**src/rtl/pf_lanectrl_pause_req_gen_if.sv**
```systemverilog
// -----------------------------------------------------------------------------
// pf_lanectrl_pause_req_gen_if
// Groups the update-request handshake and the delay-line / pause outputs of
// the lane pause request generator.
//   UPD_REQ, UPD_CODE   : update request pulse and the code it carries
//   UPD_ACK, UPD_DROP   : completion pulse / dropped-request pulse
//   BUSY                : sequence in progress
//   HS_IO_CLK_PAUSE     : pause request to the lane pause synchroniser
//   DLY_LOAD, DLY_CODE  : delay-line load strobe and code
// master : the training/calibration side issuing requests
// slave  : the pause request generator
// -----------------------------------------------------------------------------
interface pf_lanectrl_pause_req_gen_if #(
    parameter int CODE_WIDTH = 8
) ();
    logic                  UPD_REQ;
    logic [CODE_WIDTH-1:0] UPD_CODE;
    logic                  UPD_ACK;
    logic                  UPD_DROP;
    logic                  BUSY;
    logic                  HS_IO_CLK_PAUSE;
    logic                  DLY_LOAD;
    logic [CODE_WIDTH-1:0] DLY_CODE;

    modport master (
        output UPD_REQ,
        output UPD_CODE,
        input  UPD_ACK,
        input  UPD_DROP,
        input  BUSY,
        input  HS_IO_CLK_PAUSE,
        input  DLY_LOAD,
        input  DLY_CODE
    );

    modport slave (
        input  UPD_REQ,
        input  UPD_CODE,
        output UPD_ACK,
        output UPD_DROP,
        output BUSY,
        output HS_IO_CLK_PAUSE,
        output DLY_LOAD,
        output DLY_CODE
    );
endinterface

```
**src/rtl/pf_lanectrl_pause_req_gen.sv**
```systemverilog
// -----------------------------------------------------------------------------
// pf_lanectrl_pause_req_gen
// Brackets every delay-line code update with a lane clock pause request:
// pause is raised for PRE_CYCLES, the code is loaded in a single guarded
// cycle, pause is held for POST_CYCLES, then a GAP_CYCLES pause-low gap is
// enforced before the next request can be accepted so consecutive pauses
// never merge downstream.
// Ports:
//   CLK     : lane control clock, rising edge
//   RESET_N : asynchronous active-low reset
//   bus     : slave side of pf_lanectrl_pause_req_gen_if (request handshake,
//             pause request, delay-line load strobe and code)
// -----------------------------------------------------------------------------
module pf_lanectrl_pause_req_gen #(
    parameter int                    CODE_WIDTH  = 8,
    parameter int                    PRE_CYCLES  = 2,
    parameter int                    POST_CYCLES = 2,
    parameter int                    GAP_CYCLES  = 2,
    parameter logic [CODE_WIDTH-1:0] INIT_CODE   = {CODE_WIDTH{1'b0}}
) (
    input  logic                        CLK,
    input  logic                        RESET_N,
    pf_lanectrl_pause_req_gen_if.slave  bus
);

    // Configuration errors are caught at elaboration.
    if ((PRE_CYCLES < 1) || (PRE_CYCLES > 15)) begin : g_bad_pre
        $error("pf_lanectrl_pause_req_gen: PRE_CYCLES must be in 1..15");
    end
    if ((POST_CYCLES < 1) || (POST_CYCLES > 15)) begin : g_bad_post
        $error("pf_lanectrl_pause_req_gen: POST_CYCLES must be in 1..15");
    end
    if ((GAP_CYCLES < 1) || (GAP_CYCLES > 15)) begin : g_bad_gap
        $error("pf_lanectrl_pause_req_gen: GAP_CYCLES must be in 1..15");
    end

    localparam logic [3:0] PRE_LD  = 4'(PRE_CYCLES);
    localparam logic [3:0] POST_LD = 4'(POST_CYCLES);
    localparam logic [3:0] GAP_LD  = 4'(GAP_CYCLES);

    typedef enum logic [2:0] {
        ST_IDLE = 3'd0,
        ST_PRE  = 3'd1,
        ST_LOAD = 3'd2,
        ST_POST = 3'd3,
        ST_GAP  = 3'd4
    } state_t;

    state_t                state_r;
    state_t                state_nx_s;
    logic [3:0]            cnt_r;
    logic [3:0]            cnt_nx_s;
    logic                  accept_s;
    logic [CODE_WIDTH-1:0] hold_r;

    logic                  pause_nx_s;
    logic                  load_nx_s;
    logic                  ack_nx_s;
    logic                  drop_nx_s;
    logic                  busy_nx_s;
    logic [CODE_WIDTH-1:0] code_nx_s;

    logic                  pause_r;
    logic                  load_r;
    logic                  ack_r;
    logic                  drop_r;
    logic                  busy_r;
    logic [CODE_WIDTH-1:0] code_r;

    // State and shared down-counter register.
    always_ff @(posedge CLK or negedge RESET_N) begin
        if (!RESET_N) begin
            state_r <= ST_IDLE;
            cnt_r   <= 4'd0;
        end else begin
            state_r <= state_nx_s;
            cnt_r   <= cnt_nx_s;
        end
    end

    // Holding register: the code is sampled only when a request is accepted.
    always_ff @(posedge CLK or negedge RESET_N) begin
        if (!RESET_N) begin
            hold_r <= INIT_CODE;
        end else if (accept_s) begin
            hold_r <= bus.UPD_CODE;
        end else begin
            hold_r <= hold_r;
        end
    end

    // Next-state and counter logic. A count of 1 (or a stray 0) ends a phase,
    // so each timed phase lasts exactly its loaded number of cycles.
    always_comb begin
        state_nx_s = state_r;
        cnt_nx_s   = cnt_r;
        accept_s   = 1'b0;
        case (state_r)
            ST_IDLE: begin
                if (bus.UPD_REQ) begin
                    accept_s   = 1'b1;
                    state_nx_s = ST_PRE;
                    cnt_nx_s   = PRE_LD;
                end else begin
                    state_nx_s = ST_IDLE;
                    cnt_nx_s   = 4'd0;
                end
            end
            ST_PRE: begin
                if (cnt_r <= 4'd1) begin
                    state_nx_s = ST_LOAD;
                    cnt_nx_s   = 4'd0;
                end else begin
                    cnt_nx_s   = cnt_r - 4'd1;
                end
            end
            ST_LOAD: begin
                state_nx_s = ST_POST;
                cnt_nx_s   = POST_LD;
            end
            ST_POST: begin
                if (cnt_r <= 4'd1) begin
                    state_nx_s = ST_GAP;
                    cnt_nx_s   = GAP_LD;
                end else begin
                    cnt_nx_s   = cnt_r - 4'd1;
                end
            end
            ST_GAP: begin
                if (cnt_r <= 4'd1) begin
                    state_nx_s = ST_IDLE;
                    cnt_nx_s   = 4'd0;
                end else begin
                    cnt_nx_s   = cnt_r - 4'd1;
                end
            end
            default: begin
                state_nx_s = ST_IDLE;
                cnt_nx_s   = 4'd0;
            end
        endcase
    end

    // Output decode from the next state, so the registered outputs line up
    // with the state they describe in the same cycle.
    always_comb begin
        pause_nx_s = (state_nx_s == ST_PRE) || (state_nx_s == ST_LOAD) ||
                     (state_nx_s == ST_POST);
        load_nx_s  = (state_nx_s == ST_LOAD);
        ack_nx_s   = (state_r == ST_POST) && (state_nx_s == ST_GAP);
        // Anything outside IDLE, including the GAP->IDLE cycle, drops.
        drop_nx_s  = bus.UPD_REQ && (state_r != ST_IDLE);
        busy_nx_s  = (state_nx_s != ST_IDLE);
        code_nx_s  = (state_nx_s == ST_LOAD) ? hold_r : code_r;
    end

    // Output registers.
    always_ff @(posedge CLK or negedge RESET_N) begin
        if (!RESET_N) begin
            pause_r <= 1'b0;
            load_r  <= 1'b0;
            ack_r   <= 1'b0;
            drop_r  <= 1'b0;
            busy_r  <= 1'b0;
            code_r  <= INIT_CODE;
        end else begin
            pause_r <= pause_nx_s;
            load_r  <= load_nx_s;
            ack_r   <= ack_nx_s;
            drop_r  <= drop_nx_s;
            busy_r  <= busy_nx_s;
            code_r  <= code_nx_s;
        end
    end

    assign bus.HS_IO_CLK_PAUSE = pause_r;
    assign bus.DLY_LOAD        = load_r;
    assign bus.UPD_ACK         = ack_r;
    assign bus.UPD_DROP        = drop_r;
    assign bus.BUSY            = busy_r;
    assign bus.DLY_CODE        = code_r;

endmodule
```
**src/flat_wrapper.sv**
```systemverilog
// flat-port wrapper written by rule: the top's interface ports become plain ports
module pf_lanectrl_pause_req_gen_flat 
#(
    parameter int                    CODE_WIDTH  = 8,
    parameter int                    PRE_CYCLES  = 2,
    parameter int                    POST_CYCLES = 2,
    parameter int                    GAP_CYCLES  = 2,
    parameter logic [CODE_WIDTH-1:0] INIT_CODE   = {CODE_WIDTH{1'b0}}
)
  (CLK, RESET_N, bus_UPD_REQ, bus_UPD_CODE, bus_UPD_ACK, bus_UPD_DROP, bus_BUSY, bus_HS_IO_CLK_PAUSE, bus_DLY_LOAD, bus_DLY_CODE);
  pf_lanectrl_pause_req_gen_if #(.CODE_WIDTH(CODE_WIDTH)) bus_i ();
  input  logic CLK;
  input  logic RESET_N;
  input wire logic [$bits(bus_i.UPD_REQ)-1:0] bus_UPD_REQ;
  input wire logic [$bits(bus_i.UPD_CODE)-1:0] bus_UPD_CODE;
  output wire logic [$bits(bus_i.UPD_ACK)-1:0] bus_UPD_ACK;
  output wire logic [$bits(bus_i.UPD_DROP)-1:0] bus_UPD_DROP;
  output wire logic [$bits(bus_i.BUSY)-1:0] bus_BUSY;
  output wire logic [$bits(bus_i.HS_IO_CLK_PAUSE)-1:0] bus_HS_IO_CLK_PAUSE;
  output wire logic [$bits(bus_i.DLY_LOAD)-1:0] bus_DLY_LOAD;
  output wire logic [$bits(bus_i.DLY_CODE)-1:0] bus_DLY_CODE;
  assign bus_i.UPD_REQ = bus_UPD_REQ;
  assign bus_i.UPD_CODE = bus_UPD_CODE;
  assign bus_UPD_ACK = bus_i.UPD_ACK;
  assign bus_UPD_DROP = bus_i.UPD_DROP;
  assign bus_BUSY = bus_i.BUSY;
  assign bus_HS_IO_CLK_PAUSE = bus_i.HS_IO_CLK_PAUSE;
  assign bus_DLY_LOAD = bus_i.DLY_LOAD;
  assign bus_DLY_CODE = bus_i.DLY_CODE;
  pf_lanectrl_pause_req_gen #(.CODE_WIDTH(CODE_WIDTH), .PRE_CYCLES(PRE_CYCLES), .POST_CYCLES(POST_CYCLES), .GAP_CYCLES(GAP_CYCLES), .INIT_CODE(INIT_CODE)) u_core (.CLK(CLK), .RESET_N(RESET_N), .bus(bus_i));
endmodule
```
**config.mk**
```make
export PLATFORM = sky130hd
export DESIGN_NAME = pf_lanectrl_pause_req_gen_flat
export DESIGN_NICKNAME = d
export VERILOG_FILES = /design/src/rtl/pf_lanectrl_pause_req_gen_if.sv /design/src/rtl/pf_lanectrl_pause_req_gen.sv /design/src/flat_wrapper.sv
export SDC_FILE = /design/constraint.sdc
export NUM_CORES = 1
export LEC_CHECK = 0
export CAP_MARGIN = 20
export CORE_MARGIN = 4
export CORE_UTILIZATION = 35
export DETAILED_ROUTE_END_ITERATION = 10
export HOLD_SLACK_MARGIN = 0.02
export SLEW_MARGIN = 15
export SYNTH_ARGS = -nofsm -noshare
export SYNTH_HDL_FRONTEND = slang
export SYNTH_SLANG_ARGS = --single-unit
export TNS_END_PERCENT = 5
```
**constraint.sdc**
```tcl
create_clock -name CLK -period 2.25 [get_ports CLK]
set_input_delay 0.225 -clock CLK [delete_from_list [all_inputs] [get_ports CLK]]
set_output_delay 0.225 -clock CLK [all_outputs]
set_load 0.02 [all_outputs]
```
==> results.json, run 1 <==
{
  "start_util_pct": 37.3,
  "hold_path_class": "in -> async",
  "synth.mux.area_fraction_pct": 17.6,
  "drive_gt1_share_pct": 18.0,
  "postSynthCellCount": 87,
  "cts_buffer_depth": 2,
  "vias": 709,
  "synth-simple-area-share_pct": 10.7,
  "peakVddDrop_uv": 756,
  "rows": 20,
  "cts_sinks": 28,
  "drtIter0Drc": 13,
  "final_util_pct": 47.6,
  "max-cap-violations": 0,
  "ys_types": 30,
  "wire_per_inst_microns": 12.4,
  "numCtsBuffers": 3,
  "slew_violations": 0,
  "status": "completed",
  "fin_cells": 155,
  "synth.avg_cell_area_sq_um": 13.4,
  "grt_start_max_net_pins": 29,
  "ctsResizeCount": 0,
  "grt_pass1_wl_microns": 3460,
  "synth_ff_type": "dfrtp_1",
  "coreArea_sq_um": 3130,
  "seqCellArea_sq_um": 701,
  "num-fill-cells": 288,
  "syn_area_sq_um": 1170,
  "skew_ns": 0.00619,
  "period_needed_ns": 1.86,
  "path_max_fanout": 6,
  "die_w_microns": 65.8,
  "layout_commonest_cell": "dfrtp_1",
  "synth_compound_area_share_pct": 5.25,
  "yosys_warnings": 0,
  "antenna_cells": 0,
  "fin_nets": 125,
  "antenna_found_initial": 0,
  "grt_pass1_vias": 747,
  "hpwl_microns": 1430,
  "critPathKind": "reg -> reg",
  "synthTopCellsByArea": "dfrtp_1 (60%), mux2_2 (7.7%), mux2_4 (5.1%)",
  "end_kind": "register",
  "ys_seq_elements": 28,
  "p_leak_nw": 0.643,
  "max_slew_margin_pct": 71.3,
  "post_cts_buffers": 0,
  "drcViolationCount": 0,
  "dieHeight_microns": 65.8,
  "clock_latency_ns": 0.32,
  "viasPerCell": 4.57,
  "timing.final.crit_share_pct": 82.6,
  "layout_common_cells": "dfrtp_1 (28), clkdlybuf4s50_1 (23), mux2_2 (8), nor3_1 (6)",
  "grt.overflow.total": 0,
  "syn_nets": 100,
  "portBuffers": 23,
  "first_pass_iters": 4,
  "wirelength_microns": 1920,
  "dp.cells": 151,
  "syn_to_final_growth_pct": 27.5,
  "powerDensity_nw_per_um2": 1500,
  "die_area_sq_um": 4320,
  "tightestPinTransition_ns": 0.430,
  "synth_fa_ha_area_share_pct": 2.14,
  "htreeDepth": 1,
  "worst_hold_slack_ns": 0.261,
  "rsz0062_at_grt": "false",
  "grt_usage_pct": 10.4,
  "finalSetupViolCount": 0,
  "finalSetupTns_ns": 0,
  "yosys.area.top_type": "dfrtp_1",
  "pin_count": 24,
  "hold_buffers": 0,
  "multiInputGateArea_sq_um": 425,
  "synth_top_family_by_area": "multiplexers",
  "synth-seq-area-share_pct": 60.0,
  "fmax_ghz": 0.538,
  "cts_root_buf": "clkbuf_4",
  "place.gp.congestion": 0.733,
  "cts_tree": "done",
  "worstSetupStartpointType": "register",
  "synthArstFlopShare_pct": 100,
  "cts.clk_slew.worst_paths_ns": 0.15,
  "required_ns": 2.48,
  "ant_nets": 0,
  "crit_arrival_ns": 2.08,
  "hold_violations": 0,
  "synth_edf_count": 0,
  "netlist.area_leader.share_pct": 60.0,
  "synth_xor_area_share_pct": 0.750
}
cells by family after synthesis:
| family | Yosys count |
|---|---|
| AO/OA/AOI/OAI | 9 |
| buffers and inverters | 8 |
| flip-flops | 28 |
| multiplexers | 17 |
| adder cells (fa/ha/maj) | 2 |
| XOR/XNOR | 1 |
| AND/OR/NAND/NOR | 22 |
metrics by stage:
step | cell area (sq um) | power, mW | setup WS, ns
2_1_floorplan | 1170 | 1.61 | 0.457
3_3_place_gp | 1440 | 1.92 | 0.441
3_5_place_dp | 1440 | 1.95 | 0.382
4_1_cts | 1490 | 2.27 | 0.376
5_1_grt | 1490 | 2.42 | 0.298
6_report | 1490 | 2.24 | 0.392
final cells by class:
class,instances,area share (%)
sequential,28,47.1
multi-input combinational,51,28.6
timing repair buffer,24,16.0
tap,44,3.70
clock inverter,1,2.02
clock buffer,3,1.51
inverter,4,1.18
where the power goes:
part           leakage, nW  total (mW)  switching (mW)  internal [mW]
Combinational        0.275        1.03           0.475          0.552
Clock               0.0279       0.325           0.145          0.180
Sequential           0.340       0.888           0.150          0.738
Total                0.643        2.24           0.770           1.47
cells in the mapped netlist, drive strengths merged, types with 2 or more instances:
cell type,number
dfrtp,28
mux2,16
nor3,6
inv,4
nand2,3
nand2b,3
nor2,3
a21oi,2
buf,2
clkbuf,2
ha,2
nor2b,2
worst max-delay path: stages, from the launching register on:
cell and delay (ns):
dfrtp_1 0.43, inv_1 0.07, ha_1 0.17, nor2_1 0.09, or4_4 0.57, inv_4 0.11
mux2_1 0.32
state kept, by name (all words and copies together), names as in the netlist, 3 cells and up:
register and count:
u_core.cnt_r 4, u_core.hold_r 8, u_core.state_r 3, u_core.bus.DLY_CODE 8
path summary, 6_finish.rpt:
kind	from	end	slack, ns	cells past startpoint
hold / removal	RESET_N	u_core.bus.DLY_CODE[3]$_DFFE_PN0P_	0.26	2
max in group asynchronous	RESET_N	u_core.bus.BUSY$_DFF_PN0_	1.73	2
setup / recovery	u_core.cnt_r[0]$_DFF_PN0_	u_core.bus.DLY_CODE[2]$_DFFE_PN0P_	0.39	6
setup reg to reg	u_core.cnt_r[0]$_DFF_PN0_	u_core.bus.DLY_CODE[2]$_DFFE_PN0P_	0.39	6
min in group CLK	bus_UPD_CODE[0]	u_core.hold_r[0]$_DFFE_PN0P_	0.50	2
hold reg to reg	u_core.bus.DLY_CODE[0]$_DFFE_PN0P_	u_core.bus.DLY_CODE[0]$_DFFE_PN0P_	0.50	1
routing by layer:
| layer | share of wire (%) | wire (microns) | track usage (%) | vias up |
|---|---|---|---|---|
| li1 | - | - | - | 350 |
| met1 | 47 | 902 | 13.4 | 340 |
| met2 | 47 | 898 | 16.6 | 19 |
| met3 | 6.4 | 123 | 4.10 | 0 |
| met4 | 0 | 0 | 1.55 | 0 |
| met5 | 0 | 0 | 0 | - |
Note: power is estimated with default switching activity, not from simulation.
==> run 2, diff against run 1 <==
==> constraint.sdc (replaced) <==
create_clock -name CLK -period 1.75 [get_ports CLK]
set_input_delay 0.175 -clock CLK [delete_from_list [all_inputs] [get_ports CLK]]
set_output_delay 0.175 -clock CLK [all_outputs]
set_load 0.02 [all_outputs]
==> run 2 against run 1 <==
- count of clock-buffer cells in the layout unchanged
- final cell count up 7.1%
- fmax up 7.1%
- setup slack worse by 0.38 ns
- clock power up 28%
- utilization up 4.6 points
- cell area up 9.7%
- sequential power up 25%
- flip-flop and latch count unchanged
- sequential share of layout area down 4.2 points
- die area unchanged
- critical path type unchanged
- largest power group unchanged
- highest routed layer unchanged
==> results.json, run 2 (synthesis gave the netlist of run 1 again) <==
{
  "coreArea_sq_um": 3130,
  "place.gp.congestion": 0.829,
  "num-fill-cells": 278,
  "power_frac_seq_pct": 34.2,
  "worstSetupStartpointType": "register",
  "rsz0062_at_grt": "true",
  "pin_count": 24,
  "max-cap-violations": 0,
  "first_pass_iters": 6,
  "cts_sinks": 28,
  "antenna_cells": 0,
  "p_sw_share_pct": 33.6,
  "p_leak_nw": 0.713,
  "wire_per_inst_microns": 12.4,
  "ant_nets": 0,
  "ctsResizeCount": 0,
  "switchingPower_mw": 1.09,
  "cts_tree": "done",
  "powerDensity_nw_per_um2": 1980,
  "cts_root_buf": "clkbuf_4",
  "slew_violations": 0,
  "drtIter0Drc": 40,
  "required_ns": 1.97,
  "finalSetupViolCount": 0,
  "die_area_sq_um": 4320,
  "skew_ns": 0.00634,
  "cp-endpoint": "u_core.bus.DLY_CODE[1]$_DFFE_PN0P_",
  "grt_start_max_net_pins": 29,
  "worst-r2r-cell-count": 4,
  "layout_commonest_cell": "dfrtp_1",
  "critPathKind": "reg -> reg",
  "grt_pass1_wl_microns": 3500,
  "cts.clk_slew.worst_paths_ns": 0.15,
  "wirelength_microns": 2060,
  "numCtsBuffers": 3,
  "antenna_found_initial": 0,
  "clock_latency_ns": 0.32,
  "pwr-share-clk_pct": 12.9,
  "drcViolationCount": 0,
  "cp_slowest_stage_delay_ns": 0.58,
  "cts_buffer_depth": 2,
  "end_kind": "register",
  "hold_violations": 0,
  "cp_num_cells": 4,
  "viasPerCell": 4.63,
  "p_int_mw": 2.15,
  "peakVddDrop_uv": 751,
  "final_util_pct": 52.2,
  "syn_to_final_growth_pct": 40.0,
  "path_max_fanout": 6,
  "critical_path.n_buffers_inverters": 1,
  "grt.overflow.total": 0,
  "rows": 20,
  "die_w_microns": 65.8,
  "r2r_end": "u_core.bus.DLY_CODE[1]$_DFFE_PN0P_",
  "cp_slowest_cell": "or4_4",
  "reg2reg_from": "u_core.cnt_r[3]$_DFF_PN0_",
  "drive_gt1_share_pct": 32.8,
  "portBuffers": 23,
  "fin_nets": 136,
  "grt_pass1_vias": 788,
  "hold_path_class": "in -> async",
  "finalPower_mw": 3.23,
  "cp_top_family": "simple AND/OR/NAND/NOR gates",
  "worst_hold_slack_ns": 0.206,
  "crit_chain": "or2_4, or4_4, inv_6, mux2_4",
  "start_util_pct": 37.3,
  "hold_buffers": 0,
  "critical_path.startpoint": "u_core.cnt_r[3]$_DFF_PN0_",
  "htreeDepth": 1,
  "status": "completed",
  "fmax_ghz": 0.576,
  "vias": 768,
  "crit_arrival_ns": 1.96,
  "layout_common_cells": "dfrtp_1 (28), clkdlybuf4s50_1 (23), buf_4 (11), mux2_4 (8), mux2_2 (8)",
  "r2r_slack_ns": 0.01,
  "grt_usage_pct": 10.3,
  "tightestPinTransition_ns": 0.409,
  "period_needed_ns": 1.74,
  "max_slew_margin_pct": 72.7,
  "hpwl_microns": 1590,
  "combPwrFrac_pct": 53.0,
  "dieHeight_microns": 65.8,
  "timing.final.crit_share_pct": 99.2
}
==> run 2: power by group through the flow <==
| stage | clock [mW] | sequential, mW | combinational, mW |
|---|---|---|---|
| 2_1_floorplan | 0 | 1.27 | 0.960 |
| 3_3_place_gp | 0 | 1.12 | 1.68 |
| 3_5_place_dp | 0 | 1.12 | 1.72 |
| 4_1_cts | 0.437 | 1.11 | 1.73 |
| 5_1_grt | 0.456 | 1.15 | 1.85 |
| 6_report | 0.416 | 1.11 | 1.71 |
==> run 2: area by class of cell <==
class	instances	area [sq um]	share of cell area (%)
sequential	28	701	42.9
multi-input combinational	51	473	28.9
timing repair buffer	35	333	20.4
tap	44	55.1	3.37
clock inverter	1	30.0	1.84
clock buffer	3	22.5	1.38
inverter	4	20.0	1.23
==> run 2: worst min-delay path by stage <==
stage / to / slack, ns / cells after the start
2_1_floorplan: u_core.bus.BUSY$_DFF_PN0_ / -0.12 / 0
3_3_place_gp: u_core.bus.DLY_CODE[4]$_DFFE_PN0P_ / 0.48 / 1
3_5_place_dp: u_core.bus.DLY_CODE[3]$_DFFE_PN0P_ / 0.49 / 1
4_1_cts: u_core.hold_r[6]$_DFFE_PN0P_ / 0.20 / 2
5_1_grt: u_core.hold_r[6]$_DFFE_PN0P_ / 0.22 / 2
6_report: u_core.hold_r[6]$_DFFE_PN0P_ / 0.21 / 2
==> run 2: routing by layer <==
layer	GRT usage, %	up-vias	share of wire (%)
met5	0	-	0
met4	2.33	0	0
met3	2.56	0	6.2
met2	17.9	20	49
met1	12.8	379	45
li1	-	369	-
==> run 2: worst register-to-register path: stages, from the launching register on <==
cell and delay, ns:
dfrtp_1 0.40, or2_4 0.25, or4_4 0.58, inv_6 0.12, mux2_4 0.29
==> run 2: repair_timing <==
item                                    in CTS  in global routing
setup buffers                                1                  0
endpoints found under the setup margin       4                  4
pin swaps                                    2                  1
==> run 2: through the flow <==
step	cells	area [sq um]	worst slack, ns	setup TNS [ns]
finish	166	1630	0.0147	0
global placement	161	1570	0.0122	0
global route	166	1630	-0.0316	-0.114
CTS	166	1630	0.0121	0
floorplan	87	1220	-0.0150	-0.0602
detailed placement	161	1570	-0.0181	-0.0660
==> run 3, diff against run 2 <==
--- a/config.mk
+++ b/config.mk
@@ -9,7 +9,7 @@
 export CORE_MARGIN = 4
 export CORE_UTILIZATION = 35
 export DETAILED_ROUTE_END_ITERATION = 10
-export HOLD_SLACK_MARGIN = 0.02
+export HOLD_SLACK_MARGIN = 0.05
 export SLEW_MARGIN = 15
 export SYNTH_ARGS = -nofsm -noshare
 export SYNTH_HDL_FRONTEND = slang
==> results of run 3 <==
Same layout as run 2: the final DEF is identical, and so are final timing and power.
